==> config.mk <==
export PLATFORM = sky130hd
export DESIGN_NAME = kinase_activity_ctrl
export DESIGN_NICKNAME = d
export VERILOG_FILES = /design/src/rtl/kinase_activity_ctrl.sv
export SDC_FILE = /design/constraint.sdc
export NUM_CORES = 1
export LEC_CHECK = 0
export CAP_MARGIN = 0
export CELL_PAD_IN_SITES_DETAIL_PLACEMENT = 1
export CELL_PAD_IN_SITES_GLOBAL_PLACEMENT = 1
export CORE_UTILIZATION = 34
export CTS_CLUSTER_SIZE = 14
export DETAILED_ROUTE_END_ITERATION = 7
export GPL_TIMING_DRIVEN = 0
export PLACE_DENSITY_LB_ADDON = 0.1
export SKIP_LAST_GASP = 1
export SYNTH_ARGS = -nofsm -noshare
export SYNTH_HDL_FRONTEND = slang
export SYNTH_SLANG_ARGS = --single-unit
==> constraint.sdc <==
create_clock -name clk -period 2.3 [get_ports clk]
set_input_delay 0.46 -clock clk [delete_from_list [all_inputs] [get_ports clk]]
set_output_delay 0.46 -clock clk [all_outputs]
set_load 0.02 [all_outputs]
==> src/rtl/kinase_activity_ctrl.sv <==
// rtl/kinase_activity_ctrl.sv - LOAD/MIX/WASH/ELUTE valve and pump sequencer for a kinase-activity assay chip
module kinase_activity_ctrl #(
    parameter int PHASE_CYCLES = 4,
    parameter int LOAD_CYCLES  = 64,
    parameter int MIX_ROUNDS   = 16,
    parameter int WASH_CYCLES  = 32,
    parameter int ELUTE_CYCLES = 32
) (
    input  logic        clk,
    input  logic        rst,
    input  logic        start,
    input  logic        abort,
    output logic        busy,
    output logic        done,
    output logic [2:0]  state,
    output logic [12:0] c,
    output logic [3:0]  s,
    output logic [4:0]  p
);

    typedef enum logic [2:0] {
        S_IDLE  = 3'd0,
        S_LOAD  = 3'd1,
        S_MIX   = 3'd2,
        S_WASH  = 3'd3,
        S_ELUTE = 3'd4,
        S_DONE  = 3'd5
    } state_t;

    localparam int MIX_CYCLES = MIX_ROUNDS * 3 * PHASE_CYCLES;
    localparam int MAX_LM     = (LOAD_CYCLES > MIX_CYCLES) ? LOAD_CYCLES : MIX_CYCLES;
    localparam int MAX_WE     = (WASH_CYCLES > ELUTE_CYCLES) ? WASH_CYCLES : ELUTE_CYCLES;
    localparam int MAX_DWELL  = (MAX_LM > MAX_WE) ? MAX_LM : MAX_WE;
    localparam int DW         = $clog2(MAX_DWELL + 1);
    localparam int PW         = (PHASE_CYCLES > 1) ? $clog2(PHASE_CYCLES) : 1;

    // Dwell counter counts 0..N-1 within a state; the last count triggers the exit.
    localparam logic [DW-1:0] LOAD_LAST  = DW'(LOAD_CYCLES - 1);
    localparam logic [DW-1:0] MIX_LAST   = DW'(MIX_CYCLES - 1);
    localparam logic [DW-1:0] WASH_LAST  = DW'(WASH_CYCLES - 1);
    localparam logic [DW-1:0] ELUTE_LAST = DW'(ELUTE_CYCLES - 1);
    localparam logic [PW-1:0] PH_LAST    = PW'(PHASE_CYCLES - 1);

    localparam logic [12:0] C_SAFE = 13'h1FFF;
    localparam logic [3:0]  S_SAFE = 4'hF;
    localparam logic [4:0]  P_SAFE = 5'h1F;

    state_t        state_q, state_d;
    logic [DW-1:0] dwell_q, dwell_d;
    logic [PW-1:0] phase_cnt_q, phase_cnt_d;
    logic [1:0]    ph_q, ph_d;
    logic [12:0]   c_q, c_d;
    logic [3:0]    s_q, s_d;
    logic [4:0]    p_q, p_d;
    logic          busy_q, busy_d;
    logic          done_q, done_d;
    logic [2:0]    rot3;
    logic [1:0]    alt2;

    // Next state, counters, and the output pattern for the state/phase being entered.
    always_comb begin
        state_d     = state_q;
        dwell_d     = dwell_q + DW'(1);
        phase_cnt_d = phase_cnt_q + PW'(1);
        ph_d        = ph_q;
        c_d         = C_SAFE;
        s_d         = S_SAFE;
        p_d         = P_SAFE;
        busy_d      = 1'b0;
        done_d      = 1'b0;
        rot3        = 3'b110;
        alt2        = 2'b10;

        if (phase_cnt_q == PH_LAST) begin
            phase_cnt_d = '0;
            ph_d        = (ph_q == 2'd2) ? 2'd0 : ph_q + 2'd1;
        end

        case (state_q)
            S_IDLE:  if (start)                   state_d = S_LOAD;
            S_LOAD:  if (dwell_q == LOAD_LAST)    state_d = S_MIX;
            S_MIX:   if (dwell_q == MIX_LAST)     state_d = S_WASH;
            S_WASH:  if (dwell_q == WASH_LAST)    state_d = S_ELUTE;
            S_ELUTE: if (dwell_q == ELUTE_LAST)   state_d = S_DONE;
            S_DONE:                               state_d = S_IDLE;
            default:                              state_d = S_IDLE;
        endcase

        if (abort) begin
            state_d = S_IDLE;
        end

        // Every state entry restarts dwell and pump phasing; idle/done keep them cleared.
        if (state_d != state_q || state_d == S_IDLE || state_d == S_DONE) begin
            dwell_d     = '0;
            phase_cnt_d = '0;
            ph_d        = 2'd0;
        end

        case (ph_d)
            2'd0:    rot3 = 3'b110;
            2'd1:    rot3 = 3'b101;
            default: rot3 = 3'b011;
        endcase
        alt2 = ph_d[0] ? 2'b01 : 2'b10;

        case (state_d)
            S_LOAD: begin
                c_d[2:0] = 3'b000;
                p_d[2:0] = rot3;
                busy_d   = 1'b1;
            end
            S_MIX: begin
                c_d[6:3] = 4'b0000;
                p_d[2:0] = rot3;
                busy_d   = 1'b1;
            end
            S_WASH: begin
                c_d[8:7] = 2'b00;
                s_d      = 4'hF;
                p_d[4:3] = alt2;
                busy_d   = 1'b1;
            end
            S_ELUTE: begin
                c_d[12:9] = 4'b0000;
                s_d       = 4'h0;
                busy_d    = 1'b1;
            end
            S_DONE:  done_d = 1'b1;
            default: ;
        endcase
    end

    // State, counters and registered control lines; reset forces the safe pattern at once.
    always_ff @(posedge clk or posedge rst) begin
        if (rst) begin
            state_q     <= S_IDLE;
            dwell_q     <= '0;
            phase_cnt_q <= '0;
            ph_q        <= 2'd0;
            c_q         <= C_SAFE;
            s_q         <= S_SAFE;
            p_q         <= P_SAFE;
            busy_q      <= 1'b0;
            done_q      <= 1'b0;
        end else begin
            state_q     <= state_d;
            dwell_q     <= dwell_d;
            phase_cnt_q <= phase_cnt_d;
            ph_q        <= ph_d;
            c_q         <= c_d;
            s_q         <= s_d;
            p_q         <= p_d;
            busy_q      <= busy_d;
            done_q      <= done_d;
        end
    end

    assign state = state_q;
    assign busy  = busy_q;
    assign done  = done_q;
    assign c     = c_q;
    assign s     = s_q;
    assign p     = p_q;

endmodule

==> results of run 1 <==
-- cells in the final DEF, fill, tap and decap left out, types with 2 or more instances in the layout --
cell             synthesis  layout
xnor2_1                  3       3
dfstp_2                  9       9
o21bai_1                 2       2
buf_2                    3       4
nor2b_1                  4       4
nand2_1                 10      10
nor2_1                  19      18
buf_6                    1       2
nor3b_1                  2       2
clkdlybuf4s50_1          0      30
mux2i_1                  3       3
clkbuf_8                 0       3
clkbuf_1                 2       3
nor3_1                   2       2
dfrtp_1                 17      17
nand3_1                  8       8
inv_1                    4       4
a21oi_1                  3       3
or3_1                    3       2
xor2_1                   6       6
buf_4                   13      20
-- cell type report --
type | count | share of cell area, %
buffer | 19 | 7.10
clock buffer | 4 | 2.44
inverter | 4 | 0.812
multi-input combinational | 86 | 30.6
sequential | 26 | 35.8
tap | 48 | 3.25
timing repair buffer | 39 | 20.0
-- stage by stage --
step	setup slack, ns	instances	hold WS, ns	setup TNS, ns
global placement	-0.255	213	0.426	-2.78
CTS	0.0214	221	0.445	0
global route	0.00212	226	0.461	0
floorplan	0.0355	135	0.415	0
finish	0.0646	226	0.439	0
detailed placement	-0.219	213	0.434	-2.41
-- what timing repair did --
action                                  4_1_cts  5_1_grt
pin swaps                                     1        4
buffers inserted                              4        4
endpoints found under the setup margin       14       15
hold buffers                                  0        0
gates cloned                                  0        1
resized for setup                             2        4
-- logic make-up (layout without fill, tap and decap cells) --
| family | after synthesis | after routing |
|---|---|---|
| simple gates | 58 | 58 |
| flops | 26 | 26 |
| buf+inv | 23 | 66 |
| compound gates | 13 | 13 |
| xor+xnor | 9 | 9 |
| mux | 4 | 4 |
| fa+ha+maj | 2 | 2 |
-- synthesized netlist by cell type (2+ instances only) --
master and instances:
a21oi_1 3, and4_1 2, buf_2 3, buf_4 13, clkbuf_1 2, dfrtp_1 17
dfstp_2 9, ha_1 2, inv_1 4, mux2i_1 3, nand2_1 10, nand3_1 8
nor2_1 19, nor2b_1 4, nor3_1 2, nor3b_1 2, o21bai_1 2, or3_1 3
xnor2_1 3, xor2_1 6
-- power by group through the flow --
| stage | logic (mW) | clock network (mW) | registers, mW |
|---|---|---|---|
| 3_3_place_gp | 0.0756 | 0 | 0.479 |
| 2_1_floorplan | 0.0377 | 0 | 0.485 |
| 3_5_place_dp | 0.0756 | 0 | 0.480 |
| 6_report | 0.0837 | 0.263 | 0.471 |
| 5_1_grt | 0.0933 | 0.287 | 0.472 |
| 4_1_cts | 0.0822 | 0.271 | 0.471 |
-- critical path: stages, from the launching register on --
cell and delay [ns]:
dfrtp_1 0.40, ha_2 0.19, and4_4 0.18, buf_6 0.12, a31o_2 0.24, and4b_1 0.20
o31a_1 0.34, buf_6 0.13, or3_4 0.35
-- state kept, by name, summed over array words and instances (netlist names), 2 cells and up --
signal / count
phase_cnt_q: 2
p: 5
dwell_q: 8
state: 3
c: 3
ph_q: 2
-- how the worst max path moves through the flow --
| stage | slack, ns | endpoint | from |
|---|---|---|---|
| global route | 0.002 | p[2] | dwell_q[1] |
| global placement | -0.26 | phase_cnt_q[0] | dwell_q[0] |
| CTS | 0.02 | p[2] | dwell_q[0] |
| floorplan | 0.04 | p[1] | dwell_q[0] |
| finish | 0.06 | p[2] | dwell_q[1] |
| detailed placement | -0.22 | ph_q[0] | dwell_q[0] |
-- layer usage --
layer  track usage (%)  part of all wire (%)
met5                 0                     0
met4              3.26                  0.88
met3              2.64                   2.4
met2              28.1                    51
met1              20.8                    46
==> results summary, run 1 <==
The initial cell density of the core is between 30% and 40%. The cell area after placement came out at approximately 0.0017 mm^2. The global routing usage summed across all routing layers is between 10% and 20%. The biggest area contributor in the post-synthesis netlist is dfrtp_1. The number of remaining DRC errors came out at 0. The number of hold-slack violations in the final timing report was 0. The internal power is 0.629 mW. For this design the ratio of total power to cell area is 442 mW/mm^2. The mux share of post-synthesis cell area is ~3.1%. The die width came out at roughly 65 um. The adder and majority cell fraction of the synthesized area is 1.85%. During synthesis, Yosys emitted a total of 0 warnings.

The cell row count came out at 22. The vertical extent of the die is 65.0 um. For this run, the leading register cell type out of synthesis is dfrtp_1.

Setup repair after global routing left no endpoint under its margin. The filler cell count in the final layout is roughly 430. The cell depth of the worst min-delay path is 1. Cells with a size suffix above 1 make up 26.4% of the layout. The number of instances in the synthesized netlist is 135. In this run the critical register-to-register path is captured at p[2]. In this run the biggest area consumer among cell types represents between 30% and 40% of the synthesized area.

A synthesized cell averages 10.0 um^2. The final global-route overflow total came out at 0. The area taken by flip-flops and latches is 662 um^2. After Yosys synthesis, XOR and XNOR cells account for under 10% of the synthesized area. STA classifies the critical path startpoint as a flop.

The count of TritonRoute iterations in the first routing pass came out at 3. The share of the clock period used by the worst path came out at 97.2%. The run finished with clean final reports.

The pin count of the biggest net entering global routing is 27. The maximum root-to-sink buffer count is 2. The worst slew slack as a fraction of its limit is a little over a third. Clock tree synthesis found a total of 26 sinks. The via count of the first global-routing pass is 1107.

The count of H-tree levels built during CTS is 1. The number of nets in the layout came out at 185. Counting flops with an async set or reset pin after synthesis yields a share of 100%. For hold timing, the worst endpoint is phase_cnt_q[0]. The final number of setup-violating endpoints is 0.

The launch point of the worst reg-to-reg path is dwell_q[1]. TritonCTS built the clock tree. The synthesized netlist devotes 7.31% of its cell area to compound gates. In the final layout, the multi-input gates occupy 567 um^2.

The cell area after technology mapping came out at 0.00135 mm^2. The wire length of the first global-routing pass came out at 5.19 mm. The switching part of the total power is 23.1%.

The via count of the routed design is roughly 1100. The estimated wirelength of the detail-placed design came out at 2.22 mm. The count of antenna-violating nets left after detailed routing came out at 0.

Once layout is complete, the utilization of the core stands at 49.4%. The port buffer count came out at 30. The detailed router's first-iteration violation count came out at 32. STA classifies the critical path endpoint as a flop. The portion of the post-synthesis area used by sequential elements came out at around 50%.

In the routed layout, each cell is associated on average with a via count of 4.84. The count of cell types in the netlist is 38. The count of final max-slew check failures is 0.

The clock edge transition at the registers on the reported setup and hold paths is approximately 0.090 ns. After synthesis the netlist holds a flip-flop and latch count of 26. The overall power of the completed layout is 0.817 mW. The initial antenna violation count is 0. The max-cap violation count came out at 0.

In this run the worst hold path is classified as flop to flop. The data arrival time at the worst-slack endpoint is 2.43 ns. The category of the critical setup timing path is flop to flop. The number of ports placed on the die boundary came out at 31. Across the routed clock network, the largest skew measured is 0.00573 ns.

The number of buffers created by CTS came out at 3. Ranked by total cell area, the synthesized netlist is headed by dfrtp_1 31%, dfstp_2 18%, buf_4 7.2%, nor2_1 5.3%, xor2_1 3.9%. The synthesized netlist net count came out at between 100 and 150. IR analysis of the VDD net gives a maximum drop of ~0.00023 V. The repair_antennas step left the layout with diodes totalling 0.

Of the total synthesized cell area, the portion taken by AND, OR, NAND and NOR gates is 22.1%. In this run, flip-flops and latches consume ~58% of the power. The static leakage came out at around 0.81 nW. The slack of the worst reg-to-reg path came out at around 0.065 ns. The cell sitting at the root of the clock tree is a clkbuf_8. For the worst-skew pair, the clock arrives at the later sink with an insertion delay of 0.27 ns. The region available for standard cell placement spans approximately 0.0037 mm^2. Measured in cells, the most critical reg-to-reg path has a length of 8. The final cell area excluding filler cells came out at between 0.0015 and 0.002 mm^2.

The area growth from synthesis to final layout came out at 36.9%. The highest net fanout along the worst path came out at 5. The required time reported for the critical path endpoint came out at 2.49 ns.

In this run the most critical hold path is launched from phase_cnt_q[0]. The congestion estimate from routability-driven global placement came to slightly below 0.8. After synthesis, the largest family of logic cells by area is simple AND/OR/NAND/NOR gates.

The slew at the pin with the worst max-slew slack is 0.974 ns. The total wirelength of the detailed-routed design came out at 3.06 mm. The maximum clock frequency is 447 MHz. The number of enable flip-flop cells after synthesis came out at 0.

In the final routed layout, each cell accounts on average for between 10 and 15 um. The clock network power share came out at 32.2%. The share of power burned in combinational logic is 10.2%. For the finished layout, the period the worst path requires is 2.24 ns.

The die covers 0.00423 mm^2. The net switching power figure came out at ~0.19 mW.
No activity file was read; power rests on OpenSTA's default activity.
==> inputs of run 2 (changes only) <==
--- a/config.mk
+++ b/config.mk
@@ -8,11 +8,12 @@
 export CAP_MARGIN = 0
 export CELL_PAD_IN_SITES_DETAIL_PLACEMENT = 1
 export CELL_PAD_IN_SITES_GLOBAL_PLACEMENT = 1
+export CORE_MARGIN = 2
 export CORE_UTILIZATION = 34
 export CTS_CLUSTER_SIZE = 14
 export DETAILED_ROUTE_END_ITERATION = 7
 export GPL_TIMING_DRIVEN = 0
-export PLACE_DENSITY_LB_ADDON = 0.1
+export PLACE_DENSITY = 0.78
 export SKIP_LAST_GASP = 1
 export SYNTH_ARGS = -nofsm -noshare
 export SYNTH_HDL_FRONTEND = slang
==> run 2 against run 1 <==
Against the previous run:
- count of clock-buffer cells in the layout unchanged
- die area grew 6.2%
- sequential cell count stayed put
- sequential power is essentially flat
- final area decreased by 1.1%
- final cell count shrank 0.88%
- sequential share of layout area grew 0.39 points
- hold slack better by 0.019 ns
- routed wire length grew 0.85%
- global-route usage down 0.85 points
- critical path type unchanged
- critical endpoint is now p[1]
==> results summary, run 2 (synthesis results as in run 1) <==
The area growth from synthesis to final layout was 35.4% (was 36.9%). The delay of the slowest cell on the worst path came out at 0.52 ns (was 0.40 ns). The commonest non-fill, non-tap cell in the layout is clkdlybuf4s50_1 (unchanged). The logic depth of the worst setup path including buffers is 7 (was 8). The final cell area excluding filler cells is 0.00183 mm^2 (was 0.00185 mm^2). The filler cell count in the final layout is 437 (was 434). The global routing usage summed across all routing layers was 15.2% (was 16.1%). The detailed router's first-iteration violation count came out at 19 (was 32).

The time the final worst path needs with I/O delays and setup is 2.28 ns (was 2.24 ns). The placeable core region came out at 0.00374 mm^2 (unchanged). Series of cell instances along the critical path: ha_2 -> and4_1 -> buf_6 -> a31o_4 -> and4b_1 -> o31a_1 -> or4_1 (was ha_2 -> and4_4 -> buf_6 -> a31o_2 -> and4b_1 -> o31a_1 -> buf_6 -> or3_4). The highest net fanout along the worst path is 6 (was 5). The count of inserted antenna diode cells came to 0 (unchanged). The routability congestion estimate is 0.842 (was 0.787). The slack of the worst reg-to-reg path came out at 0.02 ns (was 0.06 ns).

The initial antenna violation count is 0 (unchanged). The share of the clock period used by the worst path is 99.2% (was 97.2%). The path category of the worst min-delay check is flop to flop (unchanged). The static leakage is 0.799 nW (was 0.812 nW). The worst-path cell with the longest stage delay is or4_1 (was dfrtp_1). The number of buffers created by CTS is 3 (unchanged). The fraction of layout cells with a size suffix above 1 is 23.9% (was 26.4%).

The maximum root-to-sink buffer count is 2 (unchanged). Commonest cells after routing, fill and taps aside: 30 x clkdlybuf4s50_1, 19 x nor2_1, 19 x buf_4 (was 30 x clkdlybuf4s50_1, 20 x buf_4, 18 x nor2_1). The cell depth of the worst min-delay path came out at 1 (unchanged). The number of buffers and inverters on the critical path came out at 1 (was 2).

The launch point of the worst reg-to-reg path was dwell_q[1] (unchanged). The overall power of the completed layout came out at 0.821 mW (was 0.817 mW). The count of antenna-violating nets left after detailed routing is 0 (unchanged). The routed length per placed instance came out at 13.8 um (was 13.5 um). The die area came out at 0.00449 mm^2 (was 0.00423 mm^2). The clock edge transition at the registers on the reported setup and hold paths came out at 0.08 ns (was 0.09 ns). The sink of the worst hold path is phase_cnt_q[0] (unchanged). The family of cells with the greatest summed delay on the critical path is simple AND/OR/NAND/NOR gates (unchanged). The ratio of routed vias to standard cells is 4.83 (was 4.84). The slew at the pin with the worst max-slew slack is 0.947 ns (was 0.974 ns). The number of cell instances on the worst register-to-register path is 7 (was 8). The final global-route overflow total came out at 0 (unchanged).

The category of the critical setup timing path is flop to flop (unchanged). The final clock skew came to 0.00774 ns (was 0.00573 ns). The number of hold-slack violations in the final timing report is 0 (unchanged). The estimated wirelength of the detail-placed design is 2.24 mm (was 2.22 mm). The port buffer count is 30 (unchanged). The cell row count came out at 22 (unchanged). The critical path capture point type is a flop (unchanged). The flip-flop count of the largest register after layout came to 8 (unchanged). The terminus of the critical flop-to-flop path was p[1] (was p[2]). The worst slew slack as a fraction of its limit came out at 36.8% (was 35.0%). The max-cap violation count was 0 (unchanged). The total clock sinks came to 26 (unchanged). The power density over cell area came out at 449 mW/mm^2 (was 442 mW/mm^2). The initial cell density of the core came to 36.1% (unchanged). The later-pin clock latency in the skew report was 0.28 ns (was 0.27 ns). The via count of the first global-routing pass came out at 1117 (was 1107). The CTS tree was built (unchanged). The type of origin of the critical path is a flop (unchanged). The master cell of the clock root buffer is clkbuf_8 (unchanged).

Setup repair after global routing missed its margin: true (was false). The number of nets in the layout came out at 183 (was 185). The data arrival time at the worst-slack endpoint came to 2.47 ns (was 2.43 ns). The final number of setup-violating endpoints was 0 (unchanged). The register with the most flip-flops is dwell_q (unchanged).

The count of H-tree levels built during CTS was 1 (unchanged). The wire length of the first global-routing pass came out at 5.27 mm (was 5.19 mm). The worst hold path startpoint is phase_cnt_q[0] (unchanged). The post-cts hold buffer count was 0 (unchanged). The number of remaining DRC errors came to 0 (unchanged).

The cell area after placement came out at 0.00171 mm^2 (unchanged). The pin count of the biggest net entering global routing is 27 (unchanged). The via count of the routed design came out at 1083 (was 1093). The count of TritonRoute iterations in the first routing pass is 3 (unchanged). The total wirelength of the detailed-routed design is 3.09 mm (was 3.06 mm).

The required time reported for the critical path endpoint is 2.49 ns (about the same). The placement-stage worst setup slack was -0.223 ns (was -0.219 ns). The die width came out at 67.0 um (was 65.0 um). The number of ports placed on the die boundary is 31 (unchanged). The count of final max-slew check failures came out at 0 (unchanged). The maximum clock frequency came out at 438 MHz (was 447 MHz). Status: complete, no violations (unchanged). The least setup slack across all paths after layout is 0.0182 ns (was 0.0646 ns). The maximum VDD drop came out at 0.000237 V (was 0.000231 V). The vertical extent of the die was 67.0 um (was 65.0 um).
==> run 2: cell count changes in the layout (fill, tap and decap cells not counted), sizes merged <==
cell and change:
clkbuf +1, buf -3
==> run 2: area by class of cell <==
cell class / count / area (um^2) / area share (%)
multi-input cells: 86 / 566 / 30.9
well taps: 48 / 60.1 / 3.28
plain buffers: 19 / 131 / 7.18
repair buffers: 37 / 350 / 19.2
inverters: 4 / 15.0 / 0.821
clock buffers: 4 / 45.0 / 2.46
flip-flops and latches: 26 / 662 / 36.2
==> run 2: what timing repair did <==
item | 4_1_cts | 5_1_grt
setup buffers | 4 | 3
endpoints found under the setup margin | 12 | 12
pin swaps | 2 | 6
gates resized for setup | 2 | 1
==> run 2: how the worst max path moves through the flow <==
stage / startpoint / end
after floorplan: dwell_q[0] / p[1]
after global placement: dwell_q[0] / phase_cnt_q[0]
after detailed placement: dwell_q[0] / phase_cnt_q[0]
after CTS: dwell_q[0] / p[1]
after global routing: dwell_q[1] / p[1]
final: dwell_q[1] / p[1]
==> run 2: power by group <==
group	internal, mW	total, mW	leakage (nW)	switching [mW]
combinational	0.0382	0.0838	0.448	0.0456
sequential	0.467	0.471	0.328	0.00404
clock	0.124	0.266	0.0228	0.142
==> run 2: per-layer routing <==
metal  GRT usage (%)  routed length [um]  part of all wire, %
met5               0                   0                    0
met4            4.59                  38                  1.2
met3            1.18                 129                  4.2
met1            17.6                1270                   41
met2            29.3                1650                   53
==> run 2: metrics by stage <==
stage	cells	hold slack (ns)	TNS, ns	utilization (%)
floorplan	135	0.415	0	-
global placement	213	0.426	-2.05	45.7
detailed placement	213	0.453	-2.36	45.7
CTS	221	0.465	0	48.1
global route	224	0.482	-0.0518	48.9
finish	224	0.458	0	48.9
==> inputs of run 3 (changes only) <==
--- a/config.mk
+++ b/config.mk
@@ -9,11 +9,12 @@
 export CELL_PAD_IN_SITES_DETAIL_PLACEMENT = 1
 export CELL_PAD_IN_SITES_GLOBAL_PLACEMENT = 1
 export CORE_MARGIN = 2
-export CORE_UTILIZATION = 34
+export CORE_UTILIZATION = 35
+export CTS_BUF_LIST = sky130_fd_sc_hd__clkbuf_8
 export CTS_CLUSTER_SIZE = 14
 export DETAILED_ROUTE_END_ITERATION = 7
 export GPL_TIMING_DRIVEN = 0
-export PLACE_DENSITY = 0.78
+export PLACE_DENSITY = 0.8
 export SKIP_LAST_GASP = 1
 export SYNTH_ARGS = -nofsm -noshare
 export SYNTH_HDL_FRONTEND = slang
==> run 3 against run 2 <==
Against the previous run:
- sequential share of layout area is 0.75 points lower
- die area is 2.7% lower
- final cell count is 0.89% higher
- final area is 2.1% higher
- sequential cell count stayed put
- clock skew is 0.0046 ns lower
- routed wire length is 1.7% lower
- fmax is 1.7% higher
- clock power is 12% higher
- critical path type unchanged
==> results summary, run 3 (synthesis results as in run 1) <==
The flip-flop count of the largest register after layout is 8 (unchanged). The filler cell count in the final layout is 408 (was 437). The slew at the pin with the worst max-slew slack came out at 0.962 ns (was 0.947 ns). The number of cell instances on the worst register-to-register path came out at 8 (was 7). The detailed router's first-iteration violation count came out at 16 (was 19).

The total wirelength of the detailed-routed design came out at 3.04 mm (was 3.09 mm). The total clock sinks is 26 (unchanged). The slack of the worst reg-to-reg path is 0.06 ns (was 0.02 ns). The least setup slack across all paths after layout is 0.0555 ns (was 0.0182 ns). The static leakage came to 0.820 nW (was 0.799 nW). The final cell count without fillers is 226 (was 224). The number of remaining DRC errors came to 0 (unchanged). The vertical extent of the die came out at 66.1 um (was 67.0 um). The required time reported for the critical path endpoint is 2.50 ns (was 2.49 ns). The overall power of the completed layout is 0.854 mW (was 0.821 mW).

The commonest non-fill, non-tap cell in the layout is clkdlybuf4s50_1 (unchanged). The fraction of layout cells with a size suffix above 1 came out at 26.4% (was 23.9%). The post-route core utilization is 50.6% (was 48.9%).

The number of placed instances, taps included came out at 213 (unchanged). The pin count of the biggest net entering global routing is 27 (unchanged). The terminus of the critical flop-to-flop path is p[2] (was p[1]). The count of H-tree levels built during CTS came out at 1 (unchanged). The count of antenna-violating nets left after detailed routing is 0 (unchanged).

The number of nets in the layout came out at 185 (was 183). The launch point of the worst reg-to-reg path was dwell_q[0] (was dwell_q[1]). The sum of negative setup slack came out at 0 ns (unchanged). The clock edge transition at the registers on the reported setup and hold paths came out at 0.09 ns (was 0.08 ns). The critical path capture point type is a flop (unchanged). The CTS tree is built (unchanged). The maximum root-to-sink buffer count came out at 2 (unchanged). The routed length per placed instance is 13.4 um (was 13.8 um). The via count of the routed design came to 1099 (was 1083). The placeable core region is 0.00369 mm^2 (was 0.00374 mm^2).

Commonest cells after routing, fill and taps aside: 30 x clkdlybuf4s50_1, 22 x buf_4, 19 x nor2_1 (was 30 x clkdlybuf4s50_1, 19 x nor2_1, 19 x buf_4). The worst slew slack as a fraction of its limit is 35.8% (was 36.8%). The initial cell density of the core came out at 36.6% (was 36.1%). The post-cts hold buffer count is 0 (unchanged).

The cell depth of the worst min-delay path came out at 1 (unchanged). The path category of the worst min-delay check is flop to flop (unchanged). The die width was 66.1 um (was 67.0 um). The maximum clock frequency came out at 446 MHz (was 438 MHz). The time the final worst path needs with I/O delays and setup is 2.24 ns (was 2.28 ns). The final clock skew was 0.00311 ns (was 0.00774 ns). The number of ports placed on the die boundary came out at 31 (unchanged). The category of the critical setup timing path is flop to flop (unchanged). The die area came out at 0.00437 mm^2 (was 0.00449 mm^2).

The power density over cell area was 457 mW/mm^2 (was 449 mW/mm^2). The number of buffers created by CTS is 3 (unchanged). The initial antenna violation count is 0 (unchanged). The max-cap violation count is 0 (unchanged). The final number of setup-violating endpoints came out at 0 (unchanged). The cell row count is 22 (unchanged). The final global-route overflow total is 0 (unchanged). The wire length of the first global-routing pass is 5.05 mm (was 5.27 mm).

The placement-stage worst setup slack is -0.216 ns (was -0.223 ns). The count of inserted antenna diode cells came out at 0 (unchanged). The maximum VDD drop is 0.000207 V (was 0.000237 V). The routability congestion estimate is 0.811 (was 0.842). The share of the clock period used by the worst path came to 97.6% (was 99.2%).

The master cell of the clock root buffer is clkbuf_8 (unchanged). The data arrival time at the worst-slack endpoint is 2.45 ns (was 2.47 ns). The register with the most flip-flops is dwell_q (unchanged). The sink of the worst hold path is phase_cnt_q[0] (unchanged). The highest net fanout along the worst path is 10 (was 6). The via count of the first global-routing pass is 1097 (was 1117).

The area growth from synthesis to final layout came out at 38.2% (was 35.4%). The ratio of routed vias to standard cells came out at 4.86 (was 4.83). The estimated wirelength of the detail-placed design is 2.16 mm (was 2.24 mm). The worst hold path startpoint is phase_cnt_q[0] (unchanged). Status: complete, no violations (unchanged). The later-pin clock latency in the skew report came to 0.27 ns (was 0.28 ns). The count of final max-slew check failures is 0 (unchanged). The port buffer count is 30 (unchanged). The count of TritonRoute iterations in the first routing pass came out at 2 (was 3). The number of hold-slack violations in the final timing report came out at 0 (unchanged).

The type of origin of the critical path was a flop (unchanged). The global routing usage summed across all routing layers came to 15.1% (was 15.2%).
run 3: metal layers:
| layer | track usage [%] | vias to the layer above | part of all wire (%) |
|---|---|---|---|
| met5 | 0 | - | 0 |
| met4 | 6.89 | 0 | 1.1 |
| li1 | - | 527 | - |
| met3 | 1.70 | 4 | 4.2 |
| met2 | 27.0 | 26 | 51 |
| met1 | 18.1 | 542 | 43 |
run 3: worst max-delay path by stage:
stage	start	to	slack (ns)	depth (start not counted)
after CTS	dwell_q[0]	p[1]	0.007	7
final	dwell_q[0]	p[2]	0.06	8
after floorplan	dwell_q[0]	p[1]	0.04	7
after global placement	dwell_q[0]	phase_cnt_q[0]	-0.20	8
after global routing	dwell_q[1]	p[2]	-0.02	8
after detailed placement	dwell_q[0]	phase_cnt_q[0]	-0.22	8
run 3: timing repair:
item / 4_1_cts / 5_1_grt
buffers inserted: 4 / 5
pin swaps: 1 / 4
hold endpoints to repair: 0 / 0
gates resized for setup: 2 / 4
gates cloned: 0 / 0
setup endpoints to repair: 12 / 12
run 3: cell type report:
type	instances	area, um^2	area share (%)
Timing Repair Buffer	39	368	19.7
Multi-Input combinational cell	86	574	30.7
Sequential cell	26	662	35.4
Inverter	4	15.0	0.804
Buffer	19	134	7.17
Clock buffer	4	55.1	2.95
Tap cell	48	60.1	3.22
run 3: power by group:
part           total (mW)  switching, mW  internal (mW)
Combinational      0.0867         0.0465         0.0402
Clock               0.297          0.144          0.153
Sequential          0.471        0.00379          0.467
run 3: worst max-delay path, stage by stage, from the launching register on:
cell and delay (ns):
dfrtp_1 0.40, ha_2 0.18, and4_1 0.19, buf_6 0.14
a31o_4 0.24, and4b_1 0.21, o31a_1 0.31, buf_4 0.16
or3_4 0.35
run 3: stage by stage:
stage,hold slack [ns],area [um^2]
floorplan,0.415,1350
global placement,0.427,1710
detailed placement,0.438,1710
CTS,0.455,1810
global route,0.493,1870
finish,0.456,1870
